## config.mk

```make
export PLATFORM = sky130hd
export DESIGN_NAME = rr_mux2_stage_flat
export DESIGN_NICKNAME = d
export VERILOG_FILES = /design/src/rtl/rr_mux2_pkg.sv /design/src/rtl/rr_mux2_stage_if.sv /design/src/rtl/rr_arb2.sv /design/src/rtl/rr_mux2_stage.sv /design/src/flat_wrapper.sv
export SDC_FILE = /design/constraint.sdc
export NUM_CORES = 1
export LEC_CHECK = 0
export BUFFER_PORTS_ARGS = -buffer_cell sky130_fd_sc_hd__buf_4
export CAP_MARGIN = 10
export CORE_UTILIZATION = 35
export CTS_CLUSTER_SIZE = 24
export DETAILED_ROUTE_END_ITERATION = 10
export PLACE_DENSITY = 0.71
export SYNTH_ARGS = -nofsm -noshare
export SYNTH_HDL_FRONTEND = slang
export SYNTH_SLANG_ARGS = --single-unit
export TNS_END_PERCENT = 20
```

## constraint.sdc

```tcl
create_clock -name clk -period 1.05 [get_ports clk]
set_clock_uncertainty 0.05 [all_clocks]
set_input_delay 0.2625 -clock clk [delete_from_list [all_inputs] [get_ports clk]]
set_output_delay 0.2625 -clock clk [all_outputs]
set_load 0.01 [all_outputs]
```

## src/rtl/rr_mux2_pkg.sv

```systemverilog
// Shared constants for the round-robin 2:1 stream merger.
package rr_mux2_pkg;
   localparam logic SEL_A     = 1'b0;
   localparam logic SEL_B     = 1'b1;
   localparam int   DEF_WIDTH = 8;
   localparam int   DEF_CNT_W = 16;
endpackage

```

## src/rtl/rr_mux2_stage_if.sv

```systemverilog
// Bundle of the two source streams and the merged output stream.
interface rr_mux2_stage_if
   import rr_mux2_pkg::*;
#(
   parameter int WIDTH = DEF_WIDTH
);
   logic             a_valid;
   logic [WIDTH-1:0] a_data;
   logic             a_ready;
   logic             b_valid;
   logic [WIDTH-1:0] b_data;
   logic             b_ready;
   logic             out_valid;
   logic [WIDTH-1:0] out_data;
   logic             out_sel;
   logic             out_ready;

   // Environment side: owns both sources and the downstream sink.
   modport master (
      output a_valid, a_data, b_valid, b_data, out_ready,
      input  a_ready, b_ready, out_valid, out_data, out_sel
   );

   modport slave (
      input  a_valid, a_data, b_valid, b_data, out_ready,
      output a_ready, b_ready, out_valid, out_data, out_sel
   );
endinterface

```

## src/rtl/rr_arb2.sv

```systemverilog
// Two-requester round-robin arbiter: priority pointer plus grant/ready logic.
module rr_arb2
   import rr_mux2_pkg::*;
(
   input  logic       clk,
   input  logic       rst_n,
   input  logic [1:0] req,
   input  logic       load_en,
   output logic [1:0] gnt,
   output logic [1:0] rdy
);
   logic ptr;

   // The pointer moves to the loser only when a word is actually taken.
   always_ff @(posedge clk) begin
      if (!rst_n) begin
         ptr <= SEL_A;
      end else if (load_en && (gnt != 2'b00)) begin
         ptr <= gnt[0];
      end
   end

   // Readies look only at the other source's valid, never their own.
   always_comb begin
      gnt    = 2'b00;
      rdy    = 2'b00;
      gnt[0] = req[0] && (!req[1] || (ptr == SEL_A));
      gnt[1] = req[1] && (!req[0] || (ptr == SEL_B));
      rdy[0] = load_en && (!req[1] || (ptr == SEL_A));
      rdy[1] = load_en && (!req[0] || (ptr == SEL_B));
   end
endmodule

```

## src/rtl/rr_mux2_stage.sv

```systemverilog
// Round-robin 2:1 stream merger with a one-entry output register.
// Define GRANT_CNT_EN to add saturating per-source grant counters cnt_a/cnt_b.
module rr_mux2_stage
   import rr_mux2_pkg::*;
#(
   parameter int WIDTH = DEF_WIDTH,
   parameter int CNT_W = DEF_CNT_W
) (
   input  logic             clk,
   input  logic             rst_n,
   rr_mux2_stage_if.slave   bus
`ifdef GRANT_CNT_EN
   ,
   output logic [CNT_W-1:0] cnt_a,
   output logic [CNT_W-1:0] cnt_b
`endif
);
   logic             load_en;
   logic [1:0]       req;
   logic [1:0]       gnt;
   logic [1:0]       rdy;
   logic             xfer_a;
   logic             xfer_b;
   logic             vld_p1;
   logic [WIDTH-1:0] data_p1;
   logic             sel_p1;

   // Gated by rst_n so nothing is handshaken while the stage is held in reset.
   assign load_en = rst_n && (!vld_p1 || bus.out_ready);
   assign req     = {bus.b_valid, bus.a_valid};

   rr_arb2 u_arb (
      .clk     (clk),
      .rst_n   (rst_n),
      .req     (req),
      .load_en (load_en),
      .gnt     (gnt),
      .rdy     (rdy)
   );

   assign bus.a_ready = rdy[0];
   assign bus.b_ready = rdy[1];
   assign xfer_a      = gnt[0] && load_en;
   assign xfer_b      = gnt[1] && load_en;

   // ---- stage p1: output register ----
   always_ff @(posedge clk) begin
      if (!rst_n) begin
         vld_p1  <= 1'b0;
         data_p1 <= '0;
         sel_p1  <= SEL_A;
      end else if (xfer_a || xfer_b) begin
         vld_p1  <= 1'b1;
         data_p1 <= xfer_b ? bus.b_data : bus.a_data;
         sel_p1  <= xfer_b ? SEL_B : SEL_A;
      end else if (bus.out_ready) begin
         vld_p1  <= 1'b0;
      end
   end

   assign bus.out_valid = vld_p1;
   assign bus.out_data  = data_p1;
   assign bus.out_sel   = sel_p1;

`ifdef GRANT_CNT_EN
   function automatic logic [CNT_W-1:0] sat_inc(input logic [CNT_W-1:0] v);
      return (&v) ? v : v + 1'b1;
   endfunction

   always_ff @(posedge clk) begin
      if (!rst_n) begin
         cnt_a <= '0;
         cnt_b <= '0;
      end else begin
         if (xfer_a) cnt_a <= sat_inc(cnt_a);
         if (xfer_b) cnt_b <= sat_inc(cnt_b);
      end
   end
`endif
endmodule

```

## src/flat_wrapper.sv

```systemverilog
// flat-port wrapper written by rule: the top's interface ports become plain ports
module rr_mux2_stage_flat import rr_mux2_pkg::*;
#(
   parameter int WIDTH = DEF_WIDTH,
   parameter int CNT_W = DEF_CNT_W
)
  (clk, rst_n, bus_a_valid, bus_a_data, bus_b_valid, bus_b_data, bus_out_ready, bus_a_ready, bus_b_ready, bus_out_valid, bus_out_data, bus_out_sel);
  rr_mux2_stage_if #(.WIDTH(WIDTH)) bus_i ();
  input  logic clk;
  input  logic rst_n;
  input wire logic [$bits(bus_i.a_valid)-1:0] bus_a_valid;
  input wire logic [$bits(bus_i.a_data)-1:0] bus_a_data;
  input wire logic [$bits(bus_i.b_valid)-1:0] bus_b_valid;
  input wire logic [$bits(bus_i.b_data)-1:0] bus_b_data;
  input wire logic [$bits(bus_i.out_ready)-1:0] bus_out_ready;
  output wire logic [$bits(bus_i.a_ready)-1:0] bus_a_ready;
  output wire logic [$bits(bus_i.b_ready)-1:0] bus_b_ready;
  output wire logic [$bits(bus_i.out_valid)-1:0] bus_out_valid;
  output wire logic [$bits(bus_i.out_data)-1:0] bus_out_data;
  output wire logic [$bits(bus_i.out_sel)-1:0] bus_out_sel;
  assign bus_i.a_valid = bus_a_valid;
  assign bus_i.a_data = bus_a_data;
  assign bus_i.b_valid = bus_b_valid;
  assign bus_i.b_data = bus_b_data;
  assign bus_i.out_ready = bus_out_ready;
  assign bus_a_ready = bus_i.a_ready;
  assign bus_b_ready = bus_i.b_ready;
  assign bus_out_valid = bus_i.out_valid;
  assign bus_out_data = bus_i.out_data;
  assign bus_out_sel = bus_i.out_sel;
  rr_mux2_stage #(.WIDTH(WIDTH), .CNT_W(CNT_W)) u_core (.clk(clk), .rst_n(rst_n), .bus(bus_i));
endmodule
```

==> Word-level counts from Yosys, hierarchy flattened <==
Index checks and enable logic that the tools add are counted.
{ "totals": {"register_bits": 11, "in_bits": 21, "output_inout_bits": 12, "elab_cells": 26} }
{ "classes": {"muxes": 4, "n_bitwise": 1, "n_reduce_logical": 17} }
{ "ops": {"columns": ["operator", "count"], "rows": [
  ["1-bit logical AND", 8],
  ["8-bit 2-to-1 mux", 1],
  ["1-bit logical OR", 4],
  ["2-bit nonzero test", 2],
  ["1-bit zero test", 3],
  ["1-bit 2-to-1 mux", 3],
  ["1-bit NOT", 1]
]} }

==> Logic depth before layout (Yosys ltp) <==
Gate-level depths: netlist of the first run.
{ "logic_depth": {"word_depth": 6, "depth_mapped": 5, "ltp_nobuf": 4} }

==> Cells and area by module <==
From an unflattened synthesis of the first run, not the netlist that was laid out.
{ "hier_totals": {"hier_cells": 54, "area_unflattened_um2": 566.8} }
{ "by_module_without_submodules": {"columns": ["module", "instances", "cells_per_inst", "area_per_inst_um2", "seq_area_each_um2"], "rows": [
  ["rr_mux2_stage", 1, 44, 479.2, 200.2],
  ["rr_arb2", 1, 10, 87.6, 20.0]
]} }

==> Worst setup path after synthesis of the first run <==
No wires, ideal clock.
{ "synth_timing": {"path_type": "register to register", "startpoint": "reg u_core.vld_p1, in the netlist u_core.bus.out_valid", "endpoint": "reg u_core.data_p1[0], in the netlist u_core.bus.out_data[0]", "setup_time_ps": 119, "t_arrival_ps": 996, "required_ps": 881, "setup_slack_ps": -115, "path_stages_with_launch": 6, "n_path_buf": 1, "synth_period_minus_slack_ps": 1165, "cell_sequence": "dfxtp_1 -> nand2b_4 -> o2111ai_2 -> buf_6 -> mux2i_1 -> o21ai_1"} }
{ "synth_between": {"elab_chain_len": 5} }
{ "synth_lines": {"columns": ["element", "line", "rtl"], "rows": [
  ["from (decl)", "rr_mux2_stage.sv:24", "logic vld_p1;"],
  ["from (signal assigned)", "rr_mux2_stage.sv:49", "vld_p1 <= 1'b0;"],
  ["from (signal assigned)", "rr_mux2_stage.sv:53", "vld_p1 <= 1'b1;"],
  ["from (signal assigned)", "rr_mux2_stage.sv:57", "vld_p1 <= 1'b0;"],
  ["1-bit zero test (*)", "rr_mux2_stage.sv:29", "assign load_en = rst_n && (!vld_p1 || bus.out_ready);"],
  ["1-bit logical OR (*)", "rr_mux2_stage.sv:29", null],
  ["1-bit logical AND (*)", "rr_mux2_stage.sv:29", null],
  ["1-bit logical AND, on equally long branches", "rr_mux2_stage.sv:44, rr_mux2_stage.sv:43", null],
  ["8-bit 2-to-1 mux / 1-bit logical OR (equally long branches)", "rr_mux2_stage.sv:54, rr_mux2_stage.sv:52", null],
  ["to (signal assigned)", "rr_mux2_stage.sv:54", "data_p1 <= xfer_b ? bus.b_data : bus.a_data;"],
  ["to (decl)", "rr_mux2_stage.sv:25", "logic [WIDTH-1:0] data_p1;"]
]} }
Mark *: on every way between the ends. The rest lies on a longest branch, timed or not.
A chain may end at the register's enable or synchronous reset.

==> Worst setup path in the final report of the first run <==
{ "layout_timing": {"startpoint": "reg u_core.vld_p1, in the netlist u_core.bus.out_valid", "endpoint": "out bus_b_ready"} }
{ "layout_between": {"elab_chain_len": 4} }
{ "layout_lines": {"columns": ["element", "line", "rtl"], "rows": [
  ["1-bit zero test", "rr_mux2_stage.sv:29", null],
  ["1-bit logical OR", "rr_mux2_stage.sv:29", null],
  ["1-bit logical AND", "rr_mux2_stage.sv:29", null],
  ["1-bit logical AND", "rr_arb2.sv:30", "rdy[1] = load_en && (!req[0] || (ptr == SEL_B));"],
  ["to (decl)", "flat_wrapper.sv:17", "output wire logic [$bits(bus_i.b_ready)-1:0] bus_b_ready;"]
]} }
Every way passes these cells.

==> out/qor.csv, run 1 <==
stage,metric,value,unit
pwr,PwrDens,1210,mW/mm²
worst_hold_path,Hold Path Origin,bus_b_data[4],
worst_setup_path,R2R Path End,u_core.bus.out_data[2],
logic_synthesis,synth warn,0,
logic_synthesis,post-synth top area cell,dfxtp_1,
pwr,Pint,792,µW
cells_and_area,share of post-route cells with drive strength above 1,61.3,%
worst_setup_path,crit-path cells,nand2b_4 > nand2_4 > a21oi_2 > buf_4,
worst_setup_path,Setup Crit Path Kind,reg2out,
detailed_routing,total wire length,1240,µm
worst_setup_path,worst r2r src,u_core.bus.out_valid,
placed_design,Place WS,-0.165,ns
logic_synthesis,Post-synth top cells,"dfxtp_1, nand3_1, mux2i_1, o21ai_1",
worst_setup_path,R2R setup slack,-0.18,ns
logic_synthesis,count of different cell masters after synthesis,14,
worst_setup_path,R2R cell count,6,
die,die span in y,40.1,µm
pwr,Seq pwr share,45.6,%
pwr,P_sw,296,µW
clock_network,CTS root buf,clkbuf_4,
sta,final hold violation count,0,
status,outcome,"finished, violations left",
pwr,combinational share of power,27.4,%
worst_hold_path,Hold Crit Endpoint,u_core.bus.out_data[4],
logic_synthesis,"Seq/Total Area, Yosys",43.2,%
die,die footprint,0.00161,mm²
detailed_routing,drt drc,0,
logic_synthesis,"Net Count, Synth",75,
global_route,largest net degree at the start of global routing,18,
sta,relative slew slack,86.8,%
detailed_routing,DR iter-0 viols,3,
clock_network,H-tree Lvls,1,
detailed_routing,post-route ant nets,0,
logic_synthesis,Yosys reg bits,11,
clock_network,CTS sink cnt,11,
cells_and_area,area added between synthesis and finish,77.1,%
clock_network,clk slew on worst S/H paths,0.07,ns
logic_synthesis,Syn Std Cell Area,509,µm²
clock_network,CTS tree,built,
worst_setup_path,Critical Path Max Stage Delay,0.35,ns
global_route,All-Layer GR Usage,16.7,%
placed_design,port bufs,32,
logic_synthesis,Synth async-reset ratio,0,%
cells_and_area,area occupied by multi-input gates,287,µm²
logic_synthesis,Synth top area share,43.2,%
clock_network,clk_lat worst skew,0.27,ns
sta,PnR worst setup slack,-0.228,ns
cells_and_area,Nets,115,
die,die width,40.1,µm
clock_network,Clock Tree Buf Depth,2,
logic_synthesis,dominant cells by area after synthesis,"dfxtp_1, mux2i_1, nand3_1",
sta,Final TNS setup,-1.95,ns
sta,Max Clock Freq,782,MHz
worst_setup_path,CP Data Arrival Time,0.97,ns
global_route,initial antenna violation count,0,
die,initial core utilization,38.2,%
sta,Max Transition Viols Final,0,
worst_hold_path,hold crit path type,in2reg,
sta,RSZ-0062 raised after global routing,true,
logic_synthesis,most frequent cell after synthesis,dfxtp_1,
flow_run,maxcap violations,0,
placed_design,Detailed Place HPWL,893,µm
global_route,vias in the first global route,426,
pwr,clock share of power,27.0,%
detailed_routing,WL/cell,11.5,µm
die,floorplan row count,13,
global_route,global-route wire length before repair,1700,µm
cells_and_area,FILL cells,113,
sta,fin crit period,1.28,ns
die,core footprint,0.00133,mm²
placed_design,Final Wtd Congestion,0.605,
clock_network,Num CTS Buffers,3,
die,IO Pins,33,
sta,Setup Viol. Count Final,13,
cells_and_area,Reg area,235,µm²
pwr,Max IR drop VDD,0.789,mV
worst_setup_path,endpoint class of the critical path,output pin,
worst_setup_path,crit-path max FO,2,
logic_synthesis,Synth Flop Type,dfxtp_1,
worst_setup_path,Worst path slowest cell,dfxtp_4,
worst_hold_path,hold depth,3,
sta,"Period Utilization, post-route",122,%
cells_and_area,# diodes,0,
worst_setup_path,WP data required,0.74,ns
logic_synthesis,Cells after Synth,54,
status,failing checks,negative setup slack,
pwr,switching part of the total power,27.2,%
global_route,grt ovf,0,
worst_setup_path,Worst Setup Start Kind,flip-flop,
logic_synthesis,Post-synth EDFFs,0,
sta,Worst Tran Pin Value,0.198,ns
detailed_routing,First-pass DRT Iterations,3,
detailed_routing,DR vias,531,
detailed_routing,vias per inst,4.92,
pwr,leakage power,0.459,nW
logic_synthesis,syn_area_per_cell,9.43,µm²
critical path: cells and delay by family (launching register included):
| family | cells | cell delay [ns] |
|---|---|---|
| DFF | 1 | 0.35 |
| buffers and inverters | 1 | 0.13 |
| and+or+nand+nor | 2 | 0.12 |
| AOI/OAI and AO/OA | 1 | 0.09 |
flip-flops by register name, indices dropped and copies added, names as in the netlist:
| register | count |
|---|---|
| u_core.bus.out_sel | 1 |
| u_core.u_arb.ptr | 1 |
| u_core.bus.out_valid | 1 |
| u_core.bus.out_data | 8 |
what timing repair did:
| item | in CTS | in global routing |
|---|---|---|
| resized for setup | 7 | 14 |
| hold buffers | 0 | 0 |
| cloned | 0 | 0 |
| hold endpoints to repair | 0 | 0 |
| setup buffers | 1 | 0 |
| pin swaps | 2 | 0 |
| setup endpoints to repair | 16 | 21 |
kinds of logic (layout without fill, tap and decap cells):
logic type,after synthesis,in the layout,synth area share (%)
buf+inv,5,44,5.65
mux,8,8,15.7
simple gates,17,17,20.1
compound gates,13,13,15.2
flops,11,11,43.2
how the worst max path moves through the flow:
stage / startpoint / endpoint / cells after the start
detailed placement: bus_out_ready / u_core.bus.out_data[2] / 6
floorplan: u_core.u_arb.ptr / u_core.bus.out_data[0] / 4
global placement: bus_out_ready / u_core.bus.out_data[5] / 6
CTS: u_core.bus.out_valid / bus_a_ready / 4
global route: u_core.bus.out_valid / bus_b_ready / 4
finish: u_core.bus.out_valid / bus_b_ready / 4
through the flow:
stage | instance area, µm² | power, mW | hold slack [ns] | utilization [%] | cells
after detailed placement | 802 | 0.759 | 0.404 | 60.1 | 103
after global routing | 902 | 1.14 | 0.213 | 67.6 | 108
after floorplan | 514 | 0.604 | 0.356 | - | 54
final | 902 | 1.09 | 0.201 | 67.6 | 108
after global placement | 802 | 0.754 | 0.397 | 60.1 | 103
after CTS | 865 | 1.07 | 0.195 | 64.8 | 108
power groups by stage:
stage | combinational, mW | sequential [mW] | clock (mW)
after detailed placement | 0.267 | 0.492 | 0
after floorplan | 0.0978 | 0.506 | 0
after global routing | 0.325 | 0.500 | 0.314
after global placement | 0.263 | 0.491 | 0
final | 0.298 | 0.496 | 0.294
after CTS | 0.284 | 0.486 | 0.305
cells in the final DEF, fill, tap and decap left out, types with 2 or more instances in the layout:
master    count
mux2i_1       8
dfxtp_2       9
nor2_1        2
clkbuf_4      3
inv_1         2
buf_6         8
o21ai_1       8
nand3_1      10
buf_4        29
a21oi_2       2
nand2_1       2
layer usage:
metal	part of all wire [%]	track usage, %
met1	42	19.5
met2	50	25.4
met3	6.5	3.33
met4	0.64	15.5
met5	0	0
final cells by class:
type	instances	share of cell area, %
clock buffer	4	2.91
inverter	2	0.832
multi-input combinational	38	31.8
sequential	11	26.1
tap	15	2.08
timing repair buffer	38	36.3
(Power assumes the default switching activity.)
==> run 2, diff against run 1 <==
Settings changed: ABC_AREA from default to 1, CORE_UTILIZATION 35 to 37, PLACE_DENSITY 0.71 to 0.72.
==> run 2 against run 1 <==
The run still ends with negative setup slack left. Die area up 4.1%. Hold slack better by 0.0052 ns. Synthesized cell count up 50%. Global-route usage up 7.3 points. Critical path depth unchanged. Clock-buffer cell count unchanged. Combinational power up 33%. Cell area up 17%. Utilization up 10 points. Critical path type unchanged. Largest cell class unchanged. Largest power group unchanged.
==> out/qor.csv, run 2 <==
stage,metric,value,unit,change
status,outcome,"finished, violations left",,unchanged
status,failing checks,negative setup slack,,unchanged
clock_network,clk slew on worst S/H paths,0.08,ns,was 0.07 ns
logic_synthesis,Synth async-reset ratio,0,%,unchanged
worst_setup_path,R2R cell count,8,,was 6
placed_design,Detailed Place HPWL,1150,µm,was 893 µm
sta,RSZ-0062 raised after global routing,true,,unchanged
pwr,Max IR drop VDD,0.788,mV,was 0.789 mV
die,IO Pins,33,,unchanged
clock_network,H-tree Lvls,1,,unchanged
detailed_routing,DR iter-0 viols,14,,was 3
logic_synthesis,Cells after Synth,81,,was 54
die,die width,41.0,µm,was 40.1 µm
cells_and_area,max reg flops,8,,unchanged
logic_synthesis,most frequent cell after synthesis,nand2_1,,was dfxtp_1
sta,PnR worst setup slack,-0.294,ns,was -0.228 ns
cells_and_area,"most common cell after layout, fill and taps aside",buf_4,,unchanged
global_route,largest net degree at the start of global routing,10,,was 18
sta,Final TNS setup,-2.89,ns,was -1.95 ns
worst_setup_path,crit path from,u_core.bus.out_valid,,unchanged
global_route,vias in the first global route,597,,was 426
detailed_routing,wire length on met3,101,µm,was 81 µm
worst_setup_path,R2R Path End,u_core.bus.out_data[0],,was u_core.bus.out_data[2]
logic_synthesis,"Seq/Total Area, Yosys",39.2,%,was 43.2%
sta,"Period Utilization, post-route",128,%,was 122%
cells_and_area,FILL cells,106,,was 113
detailed_routing,First-pass DRT Iterations,4,,was 3
logic_synthesis,Syn Std Cell Area,562,µm²,was 509 µm²
cells_and_area,share of post-route cells with drive strength above 1,56.4,%,was 61.3%
sta,Max Clock Freq,744,MHz,was 782 MHz
die,core footprint,0.00135,mm²,was 0.00133 mm²
pwr,combinational share of power,33.3,%,was 27.4%
logic_synthesis,"Net Count, Synth",102,,was 75
sta,worst hold slack,0.206,ns,was 0.201 ns
clock_network,Clock Tree Buf Depth,2,,unchanged
sta,fin crit period,1.34,ns,was 1.28 ns
cells_and_area,"non-filler cells, final",148,,was 108
pwr,switching part of the total power,29.8,%,was 27.2%
detailed_routing,DR WL met2,881,µm,was 626 µm
sta,relative slew slack,81.7,%,was 86.8%
logic_synthesis,Post-synth top cells,"nand2_1, nand3_1, dfxtp_1",,"was dfxtp_1, nand3_1, mux2i_1, o21ai_1"
detailed_routing,WL/cell,12.0,µm,was 11.5 µm
cells_and_area,most frequent cells in the layout,"buf_4, nand2_1, nand3_1, buf_6, dfxtp_2",,"was buf_4, nand3_1, dfxtp_2"
cells_and_area,Nets,155,,was 115
sta,Setup Viol. Count Final,13,,unchanged
clock_network,Num CTS Buffers,3,,unchanged
pwr,clock share of power,25.4,%,was 27.0%
detailed_routing,post-route ant nets,0,,unchanged
global_route,global-route wire length before repair,2520,µm,was 1700 µm
clock_network,CTS sink cnt,11,,unchanged
cells_and_area,# diodes,0,,unchanged
detailed_routing,WL met1,741,µm,was 526 µm
logic_synthesis,count of different cell masters after synthesis,14,,unchanged
die,die footprint,0.00168,mm²,was 0.00161 mm²
worst_hold_path,hold crit path type,in2reg,,unchanged
logic_synthesis,Yosys reg bits,11,,unchanged
clock_network,CTS root buf,clkbuf_4,,unchanged
worst_setup_path,endpoint class of the critical path,output pin,,unchanged
placed_design,port bufs,32,,unchanged
worst_setup_path,CP Data Arrival Time,1.03,ns,was 0.97 ns
detailed_routing,uppermost layer routed,met4,,unchanged
flow_run,maxcap violations,0,,unchanged
clock_network,clk_lat worst skew,0.27,ns,about the same
placed_design,Final Wtd Congestion,0.787,,was 0.605
worst_setup_path,crit-path max FO,3,,was 2
logic_synthesis,Post-synth EDFFs,0,,unchanged
cells_and_area,area added between synthesis and finish,87.8,%,was 77.1%
cells_and_area,post-layout instance area,0.00105,mm²,was 902 µm²
worst_setup_path,R2R setup slack,-0.24,ns,was -0.18 ns
detailed_routing,DR vias,726,,was 531
global_route,grt ovf,0,,unchanged
worst_setup_path,worst r2r src,u_core.bus.out_valid,,unchanged
logic_synthesis,post-synth top area cell,dfxtp_1,,unchanged
detailed_routing,vias per inst,4.91,,was 4.92
worst_setup_path,crit path capture,bus_a_ready,,was bus_b_ready
pwr,leakage power,0.568,nW,was 0.459 nW
pwr,Seq pwr share,41.2,%,was 45.6%
sta,final hold violation count,0,,unchanged
clock_network,CTS tree,built,,unchanged
die,die span in y,41.0,µm,was 40.1 µm
pwr,PwrDens,1120,mW/mm²,was 1210 mW/mm²
worst_setup_path,Setup Crit Path Kind,reg2out,,unchanged
placed_design,dpl cells,137,,was 103
logic_synthesis,Synth top area share,39.2,%,was 43.2%
worst_setup_path,Worst Setup Start Kind,flip-flop,,unchanged
cells_and_area,Reg area,234,µm²,was 235 µm²
logic_synthesis,synth warn,0,,unchanged
detailed_routing,drt drc,0,,unchanged
global_route,All-Layer GR Usage,24.1,%,was 16.7%
sta,Max Transition Viols Final,0,,unchanged
pwr,Pint,831,µW,was 792 µW
logic_synthesis,Synth Flop Type,dfxtp_1,,unchanged
logic_synthesis,syn_area_per_cell,6.94,µm²,was 9.43 µm²
pwr,P_sw,353,µW,was 296 µW
logic_synthesis,dominant cells by area after synthesis,"dfxtp_1, nand2_1, nand3_1",,"was dfxtp_1, mux2i_1, nand3_1"
die,initial core utilization,41.6,%,was 38.2%
sta,Worst Tran Pin Value,0.274,ns,was 0.198 ns
die,floorplan row count,13,,unchanged
detailed_routing,total wire length,1780,µm,was 1240 µm
global_route,initial antenna violation count,0,,unchanged
placed_design,Placed Instance Area,893,µm²,was 802 µm²
cells_and_area,area occupied by multi-input gates,342,µm²,was 287 µm²
worst_setup_path,WP data required,0.74,ns,about the same
-- run 2: layout make-up --
type	count	area share [%]
Timing Repair Buffer	49	38.8
Multi-Input combinational cell	63	32.4
Sequential cell	11	22.2
Clock buffer	4	2.49
Inverter	6	2.37
Tap cell	15	1.78
-- run 2: stage by stage --
stage / setup WS [ns] / util [%] / power [mW]
after floorplan: -0.0304 / - / 0.631
after global placement: -0.125 / 66.2 / 0.805
after detailed placement: -0.155 / 66.2 / 0.808
after CTS: -0.268 / 73.3 / 1.14
after global routing: -0.338 / 78.1 / 1.24
final: -0.294 / 78.1 / 1.18
-- run 2: what timing repair did --
| item | 4_1_cts | 5_1_grt |
|---|---|---|
| hold buffers | 0 | 0 |
| buffers inserted | 6 | 1 |
| resized for setup | 8 | 19 |
| pin swaps | 3 | 1 |
| setup endpoints to repair | 16 | 22 |
-- run 2: how the worst min path moves through the flow --
| stage | from | endpoint | slack (ns) | depth (start not counted) |
|---|---|---|---|---|
| floorplan | bus_a_valid | u_core.u_arb.ptr | 0.34 | 2 |
| global placement | u_core.bus.out_data[7] | u_core.bus.out_data[7] | 0.41 | 2 |
| detailed placement | u_core.bus.out_data[1] | u_core.bus.out_data[1] | 0.41 | 2 |
| CTS | bus_a_valid | u_core.u_arb.ptr | 0.21 | 3 |
| global route | bus_a_valid | u_core.u_arb.ptr | 0.22 | 3 |
| finish | bus_a_data[1] | u_core.bus.out_data[1] | 0.21 | 5 |
-- run 2: critical path: stages (launching register included) --
cell	delay [ns]
dfxtp_4	0.35
nand2_4	0.07
nand2_4	0.07
a21oi_4	0.14
buf_6	0.12
-- run 2: power by group through the flow --
stage	logic [mW]	clock network, mW	registers, mW
CTS	0.356	0.304	0.478
global placement	0.317	0	0.489
floorplan	0.125	0	0.507
finish	0.395	0.301	0.489
detailed placement	0.319	0	0.489
global route	0.429	0.320	0.494
-- run 2: cell families (layout without fill, tap and decap cells) --
logic type / after synthesis / after routing / share of synthesized area, %
buf+inv: 7 / 59 / 6.46
compound gates: 7 / 7 / 10.2
flops: 11 / 11 / 39.2
simple gates: 56 / 56 / 44.1
-- run 2: per-layer routing --
layer / vias to the layer above / track usage (%)
met5: - / 0
met4: 0 / 15.0
met3: 7 / 6.52
met2: 30 / 40.6
met1: 320 / 26.2
li1: 369 / -
